## config.mk

```make
export PLATFORM = sky130hd
export DESIGN_NAME = trace_capture_fifo_flat
export DESIGN_NICKNAME = d
export VERILOG_FILES = /design/src/rtl/trace_capture_fifo_if.sv /design/src/rtl/trace_capture_fifo.sv /design/src/flat_wrapper.sv
export SDC_FILE = /design/constraint.sdc
export NUM_CORES = 1
export LEC_CHECK = 0
export ABC_AREA = 0
export CAP_MARGIN = 25
export CORE_ASPECT_RATIO = 1.4
export CORE_MARGIN = 1
export CORE_UTILIZATION = 30
export DETAILED_ROUTE_END_ITERATION = 10
export GPL_ROUTABILITY_DRIVEN = 0
export RECOVER_POWER = 50
export SETUP_SLACK_MARGIN = 0.3
export SYNTH_ARGS = -nofsm -noshare
export SYNTH_HDL_FRONTEND = slang
export SYNTH_SLANG_ARGS = --single-unit
```

## constraint.sdc

```tcl
create_clock -name clk -period 5.95 [get_ports clk]
set_input_delay 1.19 -clock clk [delete_from_list [all_inputs] [get_ports clk]]
set_output_delay 1.19 -clock clk [all_outputs]
set_load 0.05 [all_outputs]
```

## src/rtl/trace_capture_fifo_if.sv

```systemverilog
// Trace capture handshake bundle: core-side beat strobe plus the valid/ready drain port.
// slave = the FIFO, master = the beat source / drain consumer.
interface trace_capture_fifo_if #(
  parameter int DATA_W = 36,
  parameter int OUT_W  = 36
);
  logic              trace_valid;
  logic [DATA_W-1:0] trace_data;
  logic              out_valid;
  logic [OUT_W-1:0]  out_data;
  logic              out_ready;

  modport master (
    output trace_valid, trace_data, out_ready,
    input  out_valid, out_data
  );

  modport slave (
    input  trace_valid, trace_data, out_ready,
    output out_valid, out_data
  );
endinterface

```

## src/rtl/trace_capture_fifo.sv

```systemverilog
// Non-stalling trace capture FIFO: first-word-fall-through drain, sticky overflow and
// saturating drop counter. Define TRACE_TIMESTAMP_EN to prepend a cycle timestamp to each entry.
module trace_capture_fifo #(
  parameter int DATA_W     = 36,
  parameter int DEPTH_LOG2 = 4,
  parameter int TS_W       = 16
) (
  input  logic                  clk,
  input  logic                  resetn,
  input  logic                  clear,
  trace_capture_fifo_if.slave   bus,
  output logic [DEPTH_LOG2:0]   level,
  output logic                  overflow,
  output logic [15:0]           drop_count
);

`ifdef TRACE_TIMESTAMP_EN
  localparam int TS_USED = 1;
`else
  localparam int TS_USED = 0;
`endif
  localparam int OUT_W = DATA_W + TS_USED * TS_W;
  localparam int DEPTH = 2 ** DEPTH_LOG2;

  logic [OUT_W-1:0]      mem [DEPTH];
  logic [OUT_W-1:0]      entry;
  logic [DEPTH_LOG2:0]   wr_ptr;
  logic [DEPTH_LOG2:0]   rd_ptr;
  logic                  full;
  logic                  push;
  logic                  pop;
  logic                  drop;

  // Pointers carry one extra bit so full and empty are distinguishable.
  assign level = wr_ptr - rd_ptr;
  assign full  = (wr_ptr[DEPTH_LOG2] != rd_ptr[DEPTH_LOG2]) &&
                 (wr_ptr[DEPTH_LOG2-1:0] == rd_ptr[DEPTH_LOG2-1:0]);

  assign bus.out_valid = (level != '0);
  assign pop  = bus.out_valid && bus.out_ready;
  assign push = bus.trace_valid && (!full || pop);
  assign drop = bus.trace_valid && full && !pop;

  // Gate the head so out_data reads zero whenever the FIFO is empty or in reset.
  assign bus.out_data = bus.out_valid ? mem[rd_ptr[DEPTH_LOG2-1:0]] : '0;

`ifdef TRACE_TIMESTAMP_EN
  logic [TS_W-1:0] ts;

  always_ff @(posedge clk or negedge resetn) begin
    if (!resetn) ts <= '0;
    else         ts <= ts + 1'b1;
  end

  assign entry = {ts, bus.trace_data};
`else
  assign entry = bus.trace_data;
`endif

  always_ff @(posedge clk) begin
    if (push && !clear) mem[wr_ptr[DEPTH_LOG2-1:0]] <= entry;
  end

  always_ff @(posedge clk or negedge resetn) begin
    if (!resetn) begin
      wr_ptr     <= '0;
      rd_ptr     <= '0;
      overflow   <= 1'b0;
      drop_count <= '0;
    end else if (clear) begin
      wr_ptr     <= '0;
      rd_ptr     <= '0;
      overflow   <= 1'b0;
      drop_count <= '0;
    end else begin
      if (push) wr_ptr <= wr_ptr + 1'b1;
      if (pop)  rd_ptr <= rd_ptr + 1'b1;
      if (drop) begin
        overflow <= 1'b1;
        if (drop_count != 16'hFFFF) drop_count <= drop_count + 1'b1;
      end
    end
  end

endmodule

```

## src/flat_wrapper.sv

```systemverilog
// flat-port wrapper written by rule: the top's interface ports become plain ports
module trace_capture_fifo_flat 
#(
  parameter int DATA_W     = 36,
  parameter int DEPTH_LOG2 = 4,
  parameter int TS_W       = 16
)
  (clk, resetn, clear, level, overflow, drop_count, bus_trace_valid, bus_trace_data, bus_out_ready, bus_out_valid, bus_out_data);
  trace_capture_fifo_if #(.DATA_W(DATA_W), .OUT_W((DATA_W))) bus_i ();
  input  logic clk;
  input  logic resetn;
  input  logic clear;
  output logic [DEPTH_LOG2:0] level;
  output logic overflow;
  output logic [15:0] drop_count;
  input wire logic [$bits(bus_i.trace_valid)-1:0] bus_trace_valid;
  input wire logic [$bits(bus_i.trace_data)-1:0] bus_trace_data;
  input wire logic [$bits(bus_i.out_ready)-1:0] bus_out_ready;
  output wire logic [$bits(bus_i.out_valid)-1:0] bus_out_valid;
  output wire logic [$bits(bus_i.out_data)-1:0] bus_out_data;
  assign bus_i.trace_valid = bus_trace_valid;
  assign bus_i.trace_data = bus_trace_data;
  assign bus_i.out_ready = bus_out_ready;
  assign bus_out_valid = bus_i.out_valid;
  assign bus_out_data = bus_i.out_data;
  trace_capture_fifo #(.DATA_W(DATA_W), .DEPTH_LOG2(DEPTH_LOG2), .TS_W(TS_W)) u_core (.clk(clk), .resetn(resetn), .clear(clear), .bus(bus_i), .level(level), .overflow(overflow), .drop_count(drop_count));
endmodule
```

==> impl_metrics.yaml <==
worst_setup_path:
  worstPathMaxFanout: 27
  cp-start-kind: "flop"
  end_kind: "primary output"
  worstPathArrival_ns: 4.18
  path_class: "reg -> out"
  worst_path_max_delay_cell: "dfrtp_4"
  slowest_delay_ns: 0.80
  crit_family: "flip-flops"
  crit_path_cell_trace: "ha_1 -> inv_1 -> fa_1 -> a21o_1 -> a21oi_1 -> xnor2_2 -> and2_4 -> inv_2 -> clkdlybuf4s50_1"
  cp.required_ns: 4.76
  critPathBufInv: 3
clock_tree:
  insertion_delay_ns: 0.63
  cts.path.max_buffers: 3
  cts_hold_buffers: 0
  cts_tree: "yes"
  cts_buffers: 60
  root_buffer: "clkbuf_16"
  clock_sinks: 603
  clkTransAtPathRegs_ns: 0.06
  htree_levels: 2
logic_synthesis:
  synth_area_per_cell_sq_um: 20.1
  ys_seq_elements: 603
  yosysUniqueCellTypes: 50
  synth_top_area_share: 0.721
  netlist_area_sq_um: 24000
  ys_seq_area_frac: 0.749
  syn_inst: 1194
  synth_top_area_cell: "edfxtp_1"
  synthFlopType: "edfxtp_1"
  ys_async_sr_fraction: 0.0448
  synth_area_leaders: "edfxtp_1, mux4_2, dfrtp_1"
  synth_edf_count: 576
  syn_nets: 1246
  yosysWarnings: 0
final_layout:
  layout_commonest_cell: "edfxtp_1"
  final_cell_mix: "edfxtp_1, nand2_1, mux4_2, buf_4, clkbuf_16"
  drive_gt1_frac: 0.260
  regArea_sq_um: 18000
  fill_cells: 7463
  layout.cells.non_filler: 2430
  fin_nets: 1377
  final_area_sq_um: 28000
  syn_to_final_growth_pct: 16.8
  multi_input_area_sq_um: 5650
power:
  power.internal_uw: 8010
  p_comb_frac: 0.298
  netSwitchingFraction: 0.325
  p_leak_uw: 0.00880
  seqPwrFrac: 0.400
  p_sw_uw: 3860
  clockPowerShare: 0.302
  vdd_drop_max_mv: 0.288
  p_per_area_nw_per_um2: 424
sta:
  finalCriticalPeriod_ns: 5.37
  period_share: 0.903
  finalSetupTns_ns: 0
  finalMaxSlewViolations: 28
  clock_skew_ns: 0.0289
  fmaxAchievable_ghz: 0.186
  setup_viol: 0
  worst_slew_pin_slew_ns: 1.53
  finalHoldViolations: 0
  slew_headroom: -0.0201
  rsz0062_at_grt: "false"
grt:
  first_global_vias: 12400
  grt-ovfl-total: 0
  grt_max_degree: 86
  grt_use_total: 0.138
  grt_pass1_wl_um: 82000
  antenna_found_initial: 7
detailed_routing:
  vias_per_cell: 4.88
  drtIter0Drc: 928
  drtPass1Iterations: 4
  detail_route.drc_violations: 0
  routed_wl_um: 56000
  vias: 11900
  wl_per_cell_um: 23.1
  ant_nets: 0
die:
  die_width_um: 241
  die_area_sq_um: 81200
  core-area_sq_um: 79100
  pin_count: 100
  placementRows: 122
  start_util: 0.304
  die_h_um: 337
place:
  dp_hpwl_um: 30000
  placedCellCount: 2315
  place_area_sq_um: 26200
  numPortBuffers: 99
worst_hold_path:
  min_path_type: "reg -> reg"
run_status:
  outcome: "finished, violations left"
  failed_checks: "capacitance limit, slew limit"
run:
  maxCapViolCount: 1
[through the flow]
| stage | utilization | total power [uW] | setup WS (ns) | hold WS [ns] |
|---|---|---|---|---|
| final | 0.355 | 11900 | 0.577 | 0.530 |
| after global placement | 0.331 | 8390 | 1.10 | 0.492 |
| after CTS | 0.354 | 12000 | 0.384 | 0.550 |
| after global routing | 0.355 | 12300 | 0.357 | 0.558 |
| after detailed placement | 0.331 | 8410 | 1.07 | 0.536 |
| after floorplan | - | 7450 | 0.835 | 0.580 |
[power groups by stage]
stage	Combinational [uW]	Sequential [uW]	Clock (uW)
after floorplan	2660	4790	0
after global placement	3550	4840	0
after detailed placement	3570	4840	0
after CTS	3580	4750	3670
after global routing	3750	4760	3830
final	3540	4750	3590
[registers in the layout, summed over array words and instances, names as in the netlist]
register,cells
u_core.overflow,1
u_core.rd_ptr,5
u_core.wr_ptr,5
u_core.drop_count,16
u_core.mem,576
[Yosys cell counts, types with 2 or more instances]
library cell  instances
xor2_2                2
nor2_1               26
a21oi_1               7
ha_1                 10
buf_4                11
a211oi_1              3
edfxtp_1            576
a2111oi_1             3
nand3_1               4
inv_2                 2
and2_1               16
nand4_1               9
dfrtp_1              27
mux2i_1               2
and3_1               40
nor3_1                4
nor4_1                4
a31oi_1               2
xor2_1                3
clkbuf_1             28
inv_1                12
buf_6                 7
mux2_1                2
mux2_2                2
buf_1                 7
mux4_2              144
nand2_1             153
xnor2_1              15
nor2b_1               5
buf_2                 9
and4_1                3
nand2b_1              3
a311oi_1              8
a311oi_2             29
[worst reg2reg max path, cell delays in order (launching register included)]
cell and delay, ns:
dfrtp_4 0.47, inv_1 0.11, buf_4 0.53, ha_1 0.37, nand4_1 0.12, o31a_1 0.26, nand2_1 0.11, nor3_1 0.25
and2_2 0.89, buf_4 0.44
[kinds of logic (layout without fill, tap and decap cells)]
group,after synthesis,after routing,synth area share
adders and majority gates,11,11,0.00605
other,0,1,0
muxes,151,151,0.138
buffers and inverters,76,256,0.0163
and+or+nand+nor,272,273,0.0529
AOI/OAI and AO/OA,60,60,0.0290
xor gates and xnor gates,21,21,0.00860
DFF,603,603,0.749
[routing by layer]
metal / global-route usage / routed length (um)
met5: 0 / 23
met4: 0.0415 / 1260
met3: 0.0230 / 2840
met2: 0.236 / 28400
met1: 0.179 / 23500
[area by class of cell]
| type | count | share of cell area |
|---|---|---|
| inverter | 14 | 0.00187 |
| tap | 1054 | 0.0470 |
| clock buffer | 76 | 0.0564 |
| sequential | 603 | 0.642 |
| timing repair buffer | 130 | 0.0416 |
| clock inverter | 36 | 0.0100 |
| multi-input combinational | 516 | 0.201 |
| antenna | 1 | 0.0000893 |
[path summary, 6_finish.rpt]
path                                        from                end  slack [ns]  depth (start not counted)
worst max-delay path            u_core.rd_ptr[0]      bus_out_valid        0.58                          9
worst min-delay path             u_core.overflow    u_core.overflow        0.53                          2
worst max register to register  u_core.rd_ptr[1]  u_core.mem[8][18]        2.04                          9
worst min register to register   u_core.overflow    u_core.overflow        0.53                          2
max in group asynchronous                 resetn   u_core.rd_ptr[1]        3.39                          2
min in group asynchronous                 resetn   u_core.rd_ptr[0]        1.47                          2
[timing repair]
item | in CTS | in global routing
buffers inserted | 0 | 0
setup endpoints to repair | 0 | 10
gates resized for setup | 0 | 0
Power figures use the tool's default switching activity.
